### src/rtl/bcd_pkg.sv
`default_nettype none
// ============================================================================
//  Module   : bcd_pkg
//  Brief    : Shared types and helpers for the sequential BCD-to-binary path.
//  Revision : 1.0  initial release
// ============================================================================
package bcd_pkg;

    typedef enum logic [1:0] {
        IDLE    = 2'd0,
        CONV    = 2'd1,
        CHK_ERR = 2'd2
    } state_t;

    localparam logic [3:0] BCD_MAX = 4'd9;

    function automatic logic is_bcd(input logic [3:0] nibble);
        return (nibble <= BCD_MAX);
    endfunction

    // 64-bit working width; callers truncate to their own accumulator width.
    function automatic logic [63:0] mul10_add(input logic [63:0] acc, input logic [3:0] d);
        return (acc << 3) + (acc << 1) + {60'd0, d};
    endfunction

endpackage
`default_nettype wire

### src/rtl/bcd_mac_step.sv
`default_nettype none
// ============================================================================
//  Module   : bcd_mac_step
//  Brief    : Combinational acc*10 + digit stage for the BCD fold.
//  Revision : 1.0  initial release
// ============================================================================
module bcd_mac_step
    import bcd_pkg::*;
#(
    parameter int ACC_W = 16
) (
    input  logic [ACC_W-1:0] acc,
    input  logic [3:0]       digit,
    output logic [ACC_W-1:0] acc_next
);

    assign acc_next = ACC_W'(mul10_add(64'(acc), digit));

endmodule
`default_nettype wire

### src/rtl/bcd_to_bin_seq.sv
`default_nettype none
// ============================================================================
//  Module   : bcd_to_bin_seq
//  Brief    : Sequential BCD-to-binary converter, one digit per clock, MSD first.
//             Optional BCD_DIGIT_CHECK_EN rejects nibbles above 9 with err.
//  Revision : 1.0  initial release
// ============================================================================
module bcd_to_bin_seq
    import bcd_pkg::*;
#(
    parameter int DIGITS    = 4,
    parameter int OUT_WIDTH = 14
) (
    input  logic                  clk,
    input  logic                  rst,
    input  logic                  start,
    input  logic [4*DIGITS-1:0]   bcd_in,
    output logic [OUT_WIDTH-1:0]  bin_out,
    output logic                  busy,
    output logic                  done,
    output logic                  ovf,
    output logic                  err
);

    localparam int ACC_W = 4 * DIGITS;
    localparam int CNT_W = (DIGITS > 1) ? $clog2(DIGITS) : 1;

    state_t                 r_state;
    state_t                 w_state_next;
    logic [ACC_W-1:0]       r_shift;
    logic [ACC_W-1:0]       r_acc;
    logic [ACC_W-1:0]       w_acc_next;
    logic [CNT_W-1:0]       r_cnt;
    logic                   w_last;
    logic [OUT_WIDTH-1:0]   w_result;
    logic                   w_ovf;
    logic [OUT_WIDTH-1:0]   r_bin_out;
    logic                   r_busy;
    logic                   r_done;
    logic                   r_ovf;

    assign w_last = (r_cnt == CNT_W'(DIGITS - 1));

    bcd_mac_step #(
        .ACC_W (ACC_W)
    ) u_mac (
        .acc      (r_acc),
        .digit    (r_shift[ACC_W-1 -: 4]),
        .acc_next (w_acc_next)
    );

    generate
        if (ACC_W > OUT_WIDTH) begin : g_trunc
            assign w_result = w_acc_next[OUT_WIDTH-1:0];
            assign w_ovf    = |w_acc_next[ACC_W-1:OUT_WIDTH];
        end else begin : g_fit
            assign w_result = OUT_WIDTH'(w_acc_next);
            assign w_ovf    = 1'b0;
        end
    endgenerate

`ifdef BCD_DIGIT_CHECK_EN
    logic w_bad;
    logic r_err;

    always_comb begin
        w_bad = 1'b0;
        for (int i = 0; i < DIGITS; i++) begin
            if (!is_bcd(bcd_in[4*i +: 4])) w_bad = 1'b1;
        end
    end

    assign err = r_err;
`else
    assign err = 1'b0;
`endif

    always_ff @(posedge clk) begin
        if (rst) r_state <= IDLE;
        else     r_state <= w_state_next;
    end

    always_comb begin
        w_state_next = r_state;
        case (r_state)
            IDLE: begin
                if (start) begin
`ifdef BCD_DIGIT_CHECK_EN
                    w_state_next = w_bad ? CHK_ERR : CONV;
`else
                    w_state_next = CONV;
`endif
                end
            end
            CONV:    if (w_last) w_state_next = IDLE;
            default: w_state_next = IDLE;
        endcase
    end

    always_ff @(posedge clk) begin
        if (rst) begin
            r_shift   <= '0;
            r_acc     <= '0;
            r_cnt     <= '0;
            r_bin_out <= '0;
            r_busy    <= 1'b0;
            r_done    <= 1'b0;
            r_ovf     <= 1'b0;
`ifdef BCD_DIGIT_CHECK_EN
            r_err     <= 1'b0;
`endif
        end else begin
            case (r_state)
                IDLE: begin
                    r_done <= 1'b0;
                    if (start) begin
                        r_shift <= bcd_in;
                        r_acc   <= '0;
                        r_cnt   <= '0;
                        r_busy  <= 1'b1;
                    end
                end
                CONV: begin
                    r_acc   <= w_acc_next;
                    r_shift <= r_shift << 4;
                    r_cnt   <= r_cnt + 1'b1;
                    if (w_last) begin
                        r_bin_out <= w_result;
                        r_ovf     <= w_ovf;
                        r_done    <= 1'b1;
                        r_busy    <= 1'b0;
`ifdef BCD_DIGIT_CHECK_EN
                        r_err     <= 1'b0;
`endif
                    end
                end
`ifdef BCD_DIGIT_CHECK_EN
                CHK_ERR: begin
                    r_bin_out <= '0;
                    r_ovf     <= 1'b0;
                    r_err     <= 1'b1;
                    r_done    <= 1'b1;
                    r_busy    <= 1'b0;
                end
`endif
                default: ;
            endcase
        end
    end

    assign bin_out = r_bin_out;
    assign busy    = r_busy;
    assign done    = r_done;
    assign ovf     = r_ovf;

endmodule
`default_nettype wire

### config.mk
export PLATFORM = sky130hd
export DESIGN_NAME = bcd_to_bin_seq
export DESIGN_NICKNAME = d
export VERILOG_FILES = /design/src/rtl/bcd_pkg.sv /design/src/rtl/bcd_mac_step.sv /design/src/rtl/bcd_to_bin_seq.sv
export SDC_FILE = /design/constraint.sdc
export NUM_CORES = 1
export LEC_CHECK = 0
export ABC_AREA = 1
export CORE_UTILIZATION = 40
export DETAILED_ROUTE_END_ITERATION = 7
export GPL_ROUTABILITY_DRIVEN = 0
export PLACE_DENSITY = 0.66
export SETUP_SLACK_MARGIN = 0.02
export SYNTH_ARGS = -nofsm -noshare
export SYNTH_HDL_FRONTEND = slang
export SYNTH_SLANG_ARGS = --single-unit
export TNS_END_PERCENT = 50
### constraint.sdc
create_clock -name clk -period 2.9 [get_ports clk]
set_input_delay 0.29 -clock clk [delete_from_list [all_inputs] [get_ports clk]]
set_output_delay 0.29 -clock clk [all_outputs]
set_load 0.02 [all_outputs]
==> impl_summary.txt <==
----------------------------------------------------
[Synthesis]
  Synthesized netlist net count ... 480
  Commonest cells post-synth ... 113 x nand2_1, 65 x inv_1, 50 x dfxtp_1
  Largest cells by area after synthesis ... dfxtp_1 34%, nand2_1 14%, ha_1 11%, inv_1 8.2%, nand3_1 6.1%
  EDFF count, synth ... 0
  Avg Synthesized Cell Area ... about 7 um2
  Post-synth top area share ... 0.337
  Warning count from the yosys run ... 0
  Post-synth top flop ... dfxtp_1
  Cells after synthesis ... 432
  Portion of the post-synthesis area used by sequential elements ... 0.337
  Yosys cell types ... 31
  Largest area contributor in the synthesized netlist ... dfxtp_1
  Most used standard cell by instance count after synthesis ... nand2_1
  Cell area after synthesis ... just under 3000 um2
  Number of register bits inferred by synthesis ... 50
  Async set-or-reset flop fraction in the synthesized netlist ... 0

[Pwr]
  Leakage ... between 1.5 and 2 nW
  Peak supply drop ... roughly 0.00027 V
  Proportion of power drawn by flip-flops and latches ... 0.528
  Internal power ... approximately 1.0 mW
  Power share of the clock group ... 0.367
  Share of total power in combinational logic ... 0.105
  Sw Ratio ... 0.235
  Power dissipated by switching net loads ... 320 uW
  Pwr/cell area ... 387 nW/um2

[Min path]
  Path class of the lowest-slack min-delay path ... reg2reg

[Critical path]
  Signal arrival time at the worst endpoint ... around 2400 ps
  Cell class contributing the biggest share of worst-path delay ... adder cells
  Startpoint type of the worst setup path ... register
  Nature of the critical path endpoint ... register
  CP max stage cell ... fa_1
  Number of buffer and inverter stages on the critical path ... 2
  Critical path, cell by cell ... inv_1, fa_1, fa_1, nor2_2, nor2_4, inv_2, nand2_1, nand3_1, nand2_1, nand2_1, nand2_1, nor2_1, nor2_1
  Library cell appearing most often on the critical path ... nand2_1
  Worst EP required ... 3100 ps
  Biggest cell delay along the critical path ... roughly 500 ps
  Worst-path maximum fanout ... 5
  Kind of critical path ... reg2reg

[Detailed routing]
  Drt via density ... 4.88
  ANT nets after route ... 0
  DRT iter0 DRCs ... between 100 and 150
  Total via count after detailed routing ... between 2000 and 3000
  DRC viols ... 0
  WL final ... approximately 7.0 mm
  Drt wl/cell ... 12.5 um
  First-pass iteration count of the detailed router ... 4

[Cells and area]
  Share of final-layout standard cells stronger than drive strength 1 ... 0.0584
  Post-Layout Inst Area ... about 3500 um2
  Fin util ... 0.487
  Synth-to-layout area growth ... 18.3%
  Nets ... a little over 500
  Antenna cell count ... 0

[Die]
  CORE AREA ... roughly 7200 um2
  Starting density of the core ... 0.412
  Cell Rows ... 31
  Overall die height ... just under 90 um
  Die outline area ... roughly 7800 um2
  Ports placed on the boundary ... 37
  Die outline width ... 88.2 um

[Clock network]
  Gates resized, CTS repair ... 0
  Clock latency of the later-clocked register in the worst-skew pair ... 300 ps
  Post-CTS setup buffer count ... 0
  Num CTS Buffers ... 5
  Number of sinks driven by the clock tree ... 50
  CTS Root Buffer Type ... clkbuf_8
  CTS tree ... built
  Max clock buf depth ... 2
  Clock-pin slew of the registers on the worst-case setup and hold paths ... approximately 90 ps
  Hold-fix buffer count after cts ... 0
  Maximum level of the CTS H-tree ... 2

[STA]
  Sum of negative setup slack ... 0 ps
  Pin slew with the least headroom to its limit ... ~780 ps
  Minimum period implied by the final worst setup slack ... 2250 ps
  Top achievable clock speed ... between 0.4 and 0.5 GHz
  Final hold violations ... 0
  RSZ-0062 raised after global routing ... false
  Setup violation total in the final timing report ... 0
  Relative max-transition margin ... 0.479
  Number of slew-limit violations in the final report ... 0
  Period utilization ... 0.774
  Clock Skew ... ~4.6 ps

[Global routing]
  Antenna violations before repair ... 0
  Maximum number of pins on one net before global-route repair ... 31
  Global-route congestion overflow total ... 0
  Number of global-route vias before repair ... approximately 2500
  Gr usage total ... 0.190
  Global-route wire length before repair ... about 11 mm

[Place]
  Buffers on Ports ... 35
  DP HPWL ... about 5.3 mm
  DP Area ... 3400 um2

[Job]
  Maxcap violations ... 0

[Status]
  Outcome ... finished clean

----------------------------------------------------
[area by class of cell]
| cell class | instances | area [um2] |
|---|---|---|
| fill | 780 | 3700 |
| multi-input combinational | 296 | 1630 |
| sequential | 50 | 1000 |
| timing repair buffer | 40 | 388 |
| inverter | 69 | 259 |
| tap | 99 | 124 |
| clock buffer | 6 | 82.6 |
| clock inverter | 1 | 30.0 |
[through the flow]
| step | cells | hold WS [ps] | setup slack [ps] | power [mW] |
|---|---|---|---|---|
| after detailed placement | 554 | 455 | 675 | 0.878 |
| after floorplan | 432 | 432 | 784 | 0.823 |
| after CTS | 561 | 468 | 642 | 1.37 |
| after global routing | 561 | 488 | 453 | 1.42 |
| final | 561 | 469 | 654 | 1.36 |
| after global placement | 554 | 445 | 696 | 0.877 |
[sequential cells by signal, indices dropped and copies added, names as in the netlist]
| register | count |
|---|---|
| r_cnt | 2 |
| r_shift | 16 |
| bin_out | 14 |
| busy | 1 |
| done | 1 |
| ovf | 1 |
| r_acc | 15 |
[worst reg2reg max path, stage by stage, from the launching register on]
cell     delay, ps
dfxtp_1        360
inv_1           70
fa_1           500
fa_1           500
nor2_2         180
nor2_4          60
inv_2           50
nand2_1         60
nand3_1         70
nand2_1         60
nand2_1         60
nand2_1         40
nor2_1          80
nor2_1          40
[path summary, 6_finish.rpt]
| path | slack (ps) | end | cells past startpoint | from |
|---|---|---|---|---|
| worst min-delay path | 470 | r_shift[0] | 2 | r_shift[0] |
| worst min register to register | 470 | r_shift[0] | 2 | r_shift[0] |
| worst max register to register | 650 | ovf | 13 | r_acc[0] |
| worst max-delay path | 650 | ovf | 13 | r_acc[0] |
[routing by layer]
| layer | global-route usage | routed length (um) | part of all wire | vias to the layer above |
|---|---|---|---|---|
| met1 | 0.227 | 3180 | 0.45 | 1246 |
| met2 | 0.328 | 3430 | 0.49 | 54 |
| met3 | 0.0452 | 230 | 0.033 | 17 |
| met5 | 0 | 0 | 0 | - |
| met4 | 0.0777 | 201 | 0.029 | 0 |
| li1 | - | - | - | 1421 |
[layout by cell type, fill, tap and decap left out, drive strengths merged]
cell,Yosys,final
dfxtp,50,50
conb,1,1
nor3,2,2
nor2,38,38
inv,69,69
buf,13,5
a21o,3,3
xnor2,3,3
nand3,37,37
nand4,4,4
bufinv,0,1
fa,2,2
o221ai,2,2
clkbuf,4,6
and2,1,1
nand2,118,118
a22oi,8,8
o211ai,2,2
a21oi,25,25
ha,27,27
o21ai,19,19
xor2,4,4
clkdlybuf4s50,0,35
[power groups by stage]
stage	Clock, mW	Sequential (mW)	Combinational, mW
floorplan	0	0.732	0.0911
finish	0.500	0.719	0.143
detailed placement	0	0.735	0.143
global route	0.536	0.722	0.160
CTS	0.509	0.719	0.144
global placement	0	0.735	0.142
[cell families (layout without fill, tap and decap cells)]
family	Yosys count	count (layout)	synth area share
buffers and inverters	86	116	0.115
other	1	1	0.00126
AOI/OAI and AO/OA	59	59	0.115
adders and majority gates	29	29	0.127
xor gates and xnor gates	7	7	0.0206
and+or+nand+nor	200	200	0.285
DFF	50	50	0.337
No activity file was read; power rests on OpenSTA's default activity.
